<file path="src/rtl/demux_route_pkg.sv">
// demux_route_pkg: shared select codes and default widths for the four-way router
package demux_route_pkg;
  localparam logic [1:0] OP_A = 2'b00;
  localparam logic [1:0] OP_B = 2'b01;
  localparam logic [1:0] OP_C = 2'b10;
  localparam logic [1:0] OP_D = 2'b11;
  localparam int NUM_CH = 4;
  localparam int DEF_WIDTH = 8;
  localparam int DEF_CNT_W = 8;
endpackage

</file>
<file path="src/rtl/demux_slot.sv">
// demux_slot: one-entry output holding register with valid/ready and wrapping delivery counter
module demux_slot
  import demux_route_pkg::*;
#(
  parameter int WIDTH = DEF_WIDTH,
  parameter int CNT_W = DEF_CNT_W
) (
  input  logic             clk,
  input  logic             rst_n,
  input  logic             load,
  input  logic [WIDTH-1:0] load_data,
  output logic             out_valid,
  input  logic             out_ready,
  output logic [WIDTH-1:0] out_data,
  output logic [CNT_W-1:0] cnt,
  output logic             slot_ready
);
  logic fire;
  assign fire = out_valid && out_ready;
  assign slot_ready = !out_valid || out_ready;
  always_ff @(posedge clk or negedge rst_n) begin
    if (!rst_n) begin
      out_valid <= 1'b0;
      out_data  <= '0;
      cnt       <= '0;
    end else begin
      out_valid <= load ? 1'b1 : (fire ? 1'b0 : out_valid);
      if (load) out_data <= load_data;
      if (fire) cnt <= cnt + CNT_W'(1);
    end
  end
endmodule

</file>
<file path="src/rtl/demux_route.sv">
// demux_route: routes each accepted word to one of four registered output channels by op
module demux_route
  import demux_route_pkg::*;
#(
  parameter int WIDTH = DEF_WIDTH,
  parameter int CNT_W = DEF_CNT_W
) (
  input  logic             clk,
  input  logic             rst_n,
  input  logic [WIDTH-1:0] in_data,
  input  logic [1:0]       in_op,
  input  logic             in_valid,
  output logic             in_ready,
  output logic [WIDTH-1:0] a_data,
  output logic [WIDTH-1:0] b_data,
  output logic [WIDTH-1:0] c_data,
  output logic [WIDTH-1:0] d_data,
  output logic             a_valid,
  output logic             b_valid,
  output logic             c_valid,
  output logic             d_valid,
  input  logic             a_ready,
  input  logic             b_ready,
  input  logic             c_ready,
  input  logic             d_ready,
  output logic [CNT_W-1:0] a_cnt,
  output logic [CNT_W-1:0] b_cnt,
  output logic [CNT_W-1:0] c_cnt,
  output logic [CNT_W-1:0] d_cnt
);
  logic [NUM_CH-1:0] load, vld, rdy, srdy;
  logic [WIDTH-1:0]  dat [NUM_CH];
  logic [CNT_W-1:0]  cnt [NUM_CH];
  assign rdy = {d_ready, c_ready, b_ready, a_ready};
  assign in_ready = srdy[in_op];
  assign load = (in_valid && in_ready) ? (NUM_CH'(1) << in_op) : '0;
  for (genvar i = 0; i < NUM_CH; i++) begin : g_slot
    demux_slot #(.WIDTH(WIDTH), .CNT_W(CNT_W)) u_slot (
      .clk       (clk),
      .rst_n     (rst_n),
      .load      (load[i]),
      .load_data (in_data),
      .out_valid (vld[i]),
      .out_ready (rdy[i]),
      .out_data  (dat[i]),
      .cnt       (cnt[i]),
      .slot_ready(srdy[i])
    );
  end
  assign {d_valid, c_valid, b_valid, a_valid} = vld;
  assign a_data = dat[OP_A];
  assign b_data = dat[OP_B];
  assign c_data = dat[OP_C];
  assign d_data = dat[OP_D];
  assign a_cnt = cnt[OP_A];
  assign b_cnt = cnt[OP_B];
  assign c_cnt = cnt[OP_C];
  assign d_cnt = cnt[OP_D];
endmodule

</file>
<file path="config.mk">
export PLATFORM = sky130hd
export DESIGN_NAME = demux_route
export DESIGN_NICKNAME = d
export VERILOG_FILES = /design/src/rtl/demux_route_pkg.sv /design/src/rtl/demux_slot.sv /design/src/rtl/demux_route.sv
export SDC_FILE = /design/constraint.sdc
export NUM_CORES = 1
export LEC_CHECK = 0
export ABC_AREA = 1
export BUFFER_PORTS_ARGS = -buffer_cell sky130_fd_sc_hd__buf_2
export CAP_MARGIN = 20
export CORE_ASPECT_RATIO = 0.75
export CORE_MARGIN = 5
export CORE_UTILIZATION = 46
export DETAILED_ROUTE_END_ITERATION = 10
export PLACE_DENSITY = 0.83
export RECOVER_POWER = 50
export SKIP_LAST_GASP = 1
export SYNTH_ARGS = -nofsm -noshare
export SYNTH_HDL_FRONTEND = slang
export SYNTH_SLANG_ARGS = --single-unit
</file>
<file path="constraint.sdc">
create_clock -name clk -period 1.2 [get_ports clk]
set_input_delay 0.06 -clock clk [delete_from_list [all_inputs] [get_ports clk]]
set_output_delay 0.06 -clock clk [all_outputs]
set_load 0.005 [all_outputs]
</file>
==> metrics.md, run 1 <==
| Metric | Value |
|---|---|
| Startpoint Class | flip-flop |
| PortBufs | 85 |
| Final Hold Slack | 0.03779 ns |
| Worst EP required | 1.48 ns |
| TritonCTS clock tree | built |
| Setup violators final | 53 |
| Worst VDD drop | 1.064 mV |
| Post-Synth Simple-Gate Area | 29.50% |
| CP Max Fanout | 12 |
| Hold depth | 3 |
| Max_cap viols | 0 |
| Die H | 79.93 um |
| Most frequent cells in the layout | 107 x nand2_1, 82 x buf_2, 68 x dfrtp_1, 37 x nand4_1, 37 x buf_4 |
| Routed wire length | 8907 um |
| Synthesized area per cell | 9.144 sq um |
| Crit-path most repeated cell | nand2_1 |
| Most common cell after layout, fill and taps aside | nand2_1 |
| Routed Antenna Nets | 0 |
| Row cnt | 25 |
| GRT Total Usage | 21.33% |
| DR vias | 2939 |
| Crit path arrival time | 1.73 ns |
| Clock transition at the registers of the reported paths | 0.08 ns |
| Worst Setup End Kind | flip-flop |
| GP Congestion | 0.8511 |
| Post-detail-place hpwl | 5362 um |
| Syn Inst Count | 328 |
| CTS root buffer | clkbuf_8 |
| Violated checks | setup timing |
| Status | finished with violations |
| Sequential-to-total area share from yosys stat | 56.74% |
| R2R setup slack | -0.25 ns |
| Kind of critical path | flip-flop to flip-flop |
| Unrepaired setup endpoints after global routing | true |
| Final hold viol count | 0 |
| CTS max path bufs | 2 |
| Synth Area in Compound Gates | 1.001% |
| R2R cell count | 9 |
| #FFs+latches synth | 68 |
| Die area | 0.008251 sq mm |
| Total gr overflow | 0 |
| Xor-xnor portion of the synthesized cell area | 4.965% |
| Final WS setup | -0.2513 ns |
| Crit-path max cell delay | 0.41 ns |
| CP max stage cell | dfrtp_1 |
| Netlist cell types | 21 |
| Worst-skew pair later-pin latency | 0.34 ns |
| Final worst-path cycle share | 120.9% |
| Initial Util | 47.47% |
| Share of cells above drive strength 1 | 40.55% |
| H-tree levels | 3 |
| Synth Net Count | 349 |
| Hold_sp | in_data[6] |
| Core box area | 0.006319 sq mm |
| Number of fillers in the final layout | 453 |
| CTS Buf Count | 9 |
| Relative slew slack | 58.53% |
| Mapped Area | 0.002999 sq mm |
| Number of synthesis warnings | 0 |
| Area share of fa/ha/maj cells after synthesis | 1.669% |
| Syn-to-layout area delta | 45.72% |
| Top Ports | 86 |
| Hold WC Path Type | input port to flip-flop |
| Residual DRC | 0 |
| Setup tns final | -8.805 ns |
| Max Clk Rate | 689.0 MHz |
| Antenna diode count | 0 |
| R2R Path End | g_slot[2].u_slot.out_data[2]$_DFFE_PN0P_ |
| Leakage | 2.391 nW |
| Endpoint, Worst Hold | g_slot[3].u_slot.out_data[6]$_DFFE_PN0P_ |
| DRT Pass-1 Iters | 4 |
| Final min period | 1.451 ns |
| Largest family of logic cells by synthesized area | simple AND/OR/NAND/NOR gates |
| First-pass GRT wire length | 13610 um |
| Cell Chain, Critical Path | inv_2 -> nor2_2 -> nand2_1 -> nand2_2 -> nor2_4 -> buf_6 -> buf_4 -> nand4_1 -> nand2_1 |
| Post-synthesis mux area share | 0.3755% |
| PwrDens | 1734 mW/mm^2 |
| Nets | 492 |
| Largest net degree at the start of global routing | 69 |
| Final Max Slew Viols | 0 |
| Die span in x | 103.2 um |
| Vias in the first global route | 2823 |
| Via density | 5.276 |
| Skew final | 0.006274 ns |
| Drt initial violations | 253 |
| Worst R2R Start | g_slot[3].u_slot.out_valid$_DFFE_PN0P_ |
| Worst-margin pin slew | 0.6221 ns |
| Drt wl/cell | 15.99 um |
| Antenna violations before repair | 0 |
| Clock Sinks | 68 |
## layout make-up
class                   instances  area [sq um]  area share, %
well taps                      81         101.3          2.319
clock buffers                  12         165.2          3.779
clock inverters                 4         70.07          1.603
multi-input cells             225          1324          30.29
flip-flops and latches         68          1702          38.93
repair buffers                137         893.4          20.44
inverters                      30         115.1          2.634
## cell usage after synthesis (all sizes together)
cell type / number / share of area [%]
o21ai: 4 / 0.67
nor3: 5 / 0.83
nand4: 37 / 7.7
a21oi: 2 / 0.33
inv: 30 / 3.8
nand2: 117 / 15
buf: 3 / 0.50
nand3b: 1 / 0.25
xnor2: 8 / 2.3
nor2: 23 / 3.4
clkbuf: 4 / 1.5
xor2: 9 / 2.6
ha: 4 / 1.7
dfrtp: 68 / 57
nand3: 12 / 2.7
mux2: 1 / 0.38
## critical path: cells and delay by family, from the launching register on
family | cells | cell delay (ns)
and+or+nand+nor | 6 | 0.56
buffers and inverters | 3 | 0.41
DFF | 1 | 0.41
## per-layer routing
metal,vias up,GRT usage [%],wire (um)
met5,-,0,0
met1,1415,28.20,3573
li1,1357,-,-
met2,138,33.23,4317
met4,0,6.598,241
met3,29,6.987,776
## worst max-delay path by stage
stage,to,start
final,g_slot[2].u_slot.out_data[2]$_DFFE_PN0P_,g_slot[3].u_slot.out_valid$_DFFE_PN0P_
after global routing,in_ready,g_slot[3].u_slot.out_valid$_DFFE_PN0P_
after CTS,in_ready,g_slot[3].u_slot.out_valid$_DFFE_PN0P_
after detailed placement,g_slot[2].u_slot.cnt[7]$_DFFE_PN0P_,g_slot[2].u_slot.out_valid$_DFFE_PN0P_
after global placement,g_slot[0].u_slot.out_data[2]$_DFFE_PN0P_,g_slot[0].u_slot.out_valid$_DFFE_PN0P_
after floorplan,g_slot[0].u_slot.out_data[0]$_DFFE_PN0P_,g_slot[0].u_slot.out_valid$_DFFE_PN0P_
## power by group
part,leakage (nW),internal [mW],switching [mW],total [mW]
clock,0.122,1.33,0.859,2.19
combinational,1.41,1.04,1.14,2.18
sequential,0.860,2.79,0.407,3.20
total,2.39,5.17,2.40,7.58
## flip-flops by register name (all words and copies together) (netlist names)
register,cells
g_slot.u_slot.out_valid,4
g_slot.u_slot.cnt,32
g_slot.u_slot.out_data,32
## cells by family after synthesis
kind of cell / count (synthesis)
AO/OA/AOI/OAI: 6
XOR/XNOR: 17
adder cells (fa/ha/maj): 4
buffers and inverters: 37
flip-flops: 68
multiplexers: 1
AND/OR/NAND/NOR: 195
## repair_timing
action	in CTS	in global routing
gates resized for setup	24	39
gates cloned	1	1
pin swaps	6	11
buffers inserted	13	5
hold endpoints to repair	72	0
setup endpoints to repair	48	56
hold buffers	5	0
## through the flow
| stage | instances | power [mW] | util (%) | area, sq um | setup slack, ns |
|---|---|---|---|---|---|
| finish | 557 | 7.577 | 69.17 | 4370 | -0.2513 |
| detailed placement | 516 | 5.011 | 58.65 | 3706 | -0.1366 |
| floorplan | 328 | 3.968 | - | 3009 | -0.06526 |
| CTS | 551 | 7.411 | 66.42 | 4197 | -0.1716 |
| global placement | 516 | 4.902 | 58.65 | 3706 | -0.08617 |
| global route | 557 | 8.030 | 69.17 | 4370 | -0.2921 |
(Power assumes the default switching activity.)
==> inputs of run 2 (changes only) <==
--- a/config.mk
+++ b/config.mk
@@ -5,14 +5,13 @@
 export SDC_FILE = /design/constraint.sdc
 export NUM_CORES = 1
 export LEC_CHECK = 0
-export ABC_AREA = 1
 export BUFFER_PORTS_ARGS = -buffer_cell sky130_fd_sc_hd__buf_2
 export CAP_MARGIN = 20
 export CORE_ASPECT_RATIO = 0.75
 export CORE_MARGIN = 5
 export CORE_UTILIZATION = 46
 export DETAILED_ROUTE_END_ITERATION = 10
-export PLACE_DENSITY = 0.83
+export PLACE_DENSITY = 0.84
 export RECOVER_POWER = 50
 export SKIP_LAST_GASP = 1
 export SYNTH_ARGS = -nofsm -noshare
==> metrics.md, run 2 <==
| Metric | Value |
|---|---|
| Status | finished with violations |
| Violated checks | setup timing |
| Final Hold Slack | 0.02770 ns |
| Routed Antenna Nets | 0 |
| CP Max Fanout | 2 |
| Most frequent cells in the layout | 85 x buf_2, 67 x dfrtp_1, 24 x buf_4, 21 x xnor2_1, 19 x mux2_4 |
| Core box area | 0.005826 sq mm |
| Max Clk Rate | 623.8 MHz |
| H-tree levels | 3 |
| Final Max Slew Viols | 0 |
| Setup violators final | 32 |
| CTS max path bufs | 2 |
| CTS root buffer | clkbuf_8 |
| Setup tns final | -4.346 ns |
| Worst Setup SP | g_slot[1].u_slot.out_valid$_DFFE_PN0P_ |
| Nets | 355 |
| Sw Share | 28.48% |
| Startpoint Class | flip-flop |
| Sw Pwr | 2.123 mW |
| Skew final | 0.01088 ns |
| Netlist cell types | 23 |
| Met2 wire len | 3162 um |
| Syn Inst Count | 199 |
| Max_cap viols | 0 |
| Hold depth | 3 |
| Hold WC Path Type | input port to flip-flop |
| Finished Cell Area | 0.004044 sq mm |
| Top flop regs | g_slot.u_slot.cnt (32), g_slot.u_slot.out_data (32), g_slot.u_slot.out_valid (4) |
| R2R Path End | g_slot[1].u_slot.out_data[0]$_DFFE_PN0P_ |
| Placed Cells | 386 |
| Residual DRC | 0 |
| Largest area contributor in the netlist | dfrtp_1 |
| Final worst-path cycle share | 133.6% |
| First-pass GRT wire length | 11230 um |
| Number of synthesis warnings | 0 |
| Internal Dissipation | 5.332 mW |
| Clock Sinks | 68 |
| Worst-skew pair later-pin latency | 0.34 ns |
| Cell with the most instances after synthesis | dfrtp_1 |
| Top-area cell type share of the netlist area | 61.40% |
| Die area | 0.007693 sq mm |
| Mapped Area | 0.002771 sq mm |
| Synth top area cells | dfrtp_1 61%, mux2_2 15%, xnor2_1 7.0% |
| Leakage | 2.038 nW |
| PortBufs | 85 |
| Worst EP required | 1.14 ns |
| Top Ports | 86 |
| Sequential-to-total area share from yosys stat | 61.40% |
| Vias in the first global route | 2181 |
| Row cnt | 24 |
| Drt wl/cell | 16.44 um |
| Unrepaired setup endpoints after global routing | true |
| Worst VDD drop | 1.126 mV |
| R2R cell count | 5 |
| Die H | 77.22 um |
| Combinational Power Share | 28.0% |
| Initial Util | 47.57% |
| GP Congestion | 0.7812 |
| Area after DPL | 0.003546 sq mm |
| DR vias | 2051 |
| Worst-margin pin slew | 0.8539 ns |
| Synth Net Count | 220 |
| Final Util | 69.42% |
| WL met1 | 3019 um |
| CTS Buf Count | 9 |
| Antenna violations before repair | 0 |
| Largest net degree at the start of global routing | 69 |
| Synth cell count leaders | 68 x dfrtp_1, 36 x mux2_2, 22 x xnor2_1 |
| Total gr overflow | 0 |
| Worst R2R Start | g_slot[1].u_slot.out_valid$_DFFE_PN0P_ |
| Part of the power in registers | 43.3% |
| Via density | 4.918 |
| Post-synth EDFFs | 0 |
| Clock transition at the registers of the reported paths | 0.07 ns |
| Crit path to | in_ready |
| Final min period | 1.603 ns |
| Share of cells above drive strength 1 | 54.57% |
| Post-detail-place hpwl | 4506 um |
| Worst Setup End Kind | primary output |
| Metal3 WL | 547 um |
| Synthesized area per cell | 13.93 sq um |
| Total power | 7.454 mW |
| Antenna diode count | 0 |
| Max Used Layer | met4 |
| DRT Pass-1 Iters | 4 |
| Pre-CTS setup slack | -0.1544 ns |
| Die span in x | 99.63 um |
| GRT Total Usage | 18.93% |
| Crit path arrival time | 1.54 ns |
| Relative slew slack | 43.07% |
| Final hold viol count | 0 |
| Syn-to-layout area delta | 45.91% |
| Kind of critical path | flip-flop to primary output |
| R2R setup slack | -0.26 ns |
| Clock network fraction of total power | 28.7% |
| Drt initial violations | 74 |
| PwrDens | 1843 mW/mm^2 |
| Most common cell after layout, fill and taps aside | buf_2 |
| #FFs+latches synth | 68 |
| Dominant synthesized flop cell | dfrtp_1 |
| Routed wire length | 6854 um |
| Post-route insts no fill | 417 |
| Final WS setup | -0.4032 ns |
| TritonCTS clock tree | built |
| Async set-reset flop share out of synthesis | 100.0% |
run 2: changes by cell type after synthesis, sizes merged, moves of 7 or more:
cell / previous run / this run
nand3: 12 / 5
nand2: 117 / 21
nand4: 37 / 6
nor2: 23 / 6
inv: 30 / 2
mux2: 1 / 36
xnor2: 8 / 22
run 2: worst min-delay path by stage:
stage,startpoint,to,slack (ns)
finish,in_op[0],g_slot[1].u_slot.out_valid$_DFFE_PN0P_,0.03
floorplan,rst_n,g_slot[0].u_slot.cnt[0]$_DFFE_PN0P_,-0.24
detailed placement,rst_n,g_slot[3].u_slot.cnt[5]$_DFFE_PN0P_,0.11
CTS,in_op[0],g_slot[1].u_slot.out_valid$_DFFE_PN0P_,0.01
global route,in_op[0],g_slot[1].u_slot.out_valid$_DFFE_PN0P_,0.006
global placement,rst_n,g_slot[3].u_slot.cnt[3]$_DFFE_PN0P_,0.11
run 2: cells by family after synthesis:
logic type / count (synthesis) / share of synthesized area (%)
simple gates: 57 / 11.33
xor+xnor: 28 / 8.849
mux: 37 / 15.58
flops: 68 / 61.40
buf+inv: 4 / 0.8577
compound gates: 1 / 0.1804
fa+ha+maj: 4 / 1.806
run 2: critical path: stages, from the launching register on:
cell and delay (ns):
dfrtp_1 0.34, or2b_1 0.25, mux4_2 0.46, buf_2 0.15
run 2: layer usage:
layer,up-vias,track usage (%)
li1,962,-
met1,1005,24.27
met2,71,28.35
met3,13,8.160
met4,0,7.231
met5,-,0
run 2: power by group through the flow:
stage / clock [mW] / combinational [mW] / sequential (mW)
6_report: 2.14 / 2.08 / 3.23
5_1_grt: 2.31 / 2.29 / 3.30
4_1_cts: 2.19 / 1.96 / 3.20
3_5_place_dp: 0 / 1.84 / 3.23
3_3_place_gp: 0 / 1.77 / 3.20
2_1_floorplan: 0 / 0.655 / 3.32
run 2: repair_timing:
| item | 4_1_cts | 5_1_grt |
|---|---|---|
| resized for setup | 19 | 18 |
| gates cloned | 1 | 0 |
| hold endpoints to repair | 96 | 0 |
| pin swaps | 2 | 5 |
| buffers inserted | 5 | 5 |
| hold buffers | 9 | 0 |
| endpoints found under the setup margin | 37 | 42 |
run 2: layout make-up:
class	instances	area, sq um
Fill cell	419	1782
Sequential cell	68	1703
Multi-Input combinational cell	128	1232
Timing Repair Buffer	125	775.7
Clock buffer	13	158.9
Tap cell	78	97.59
Clock inverter	3	68.82
Inverter	2	7.507
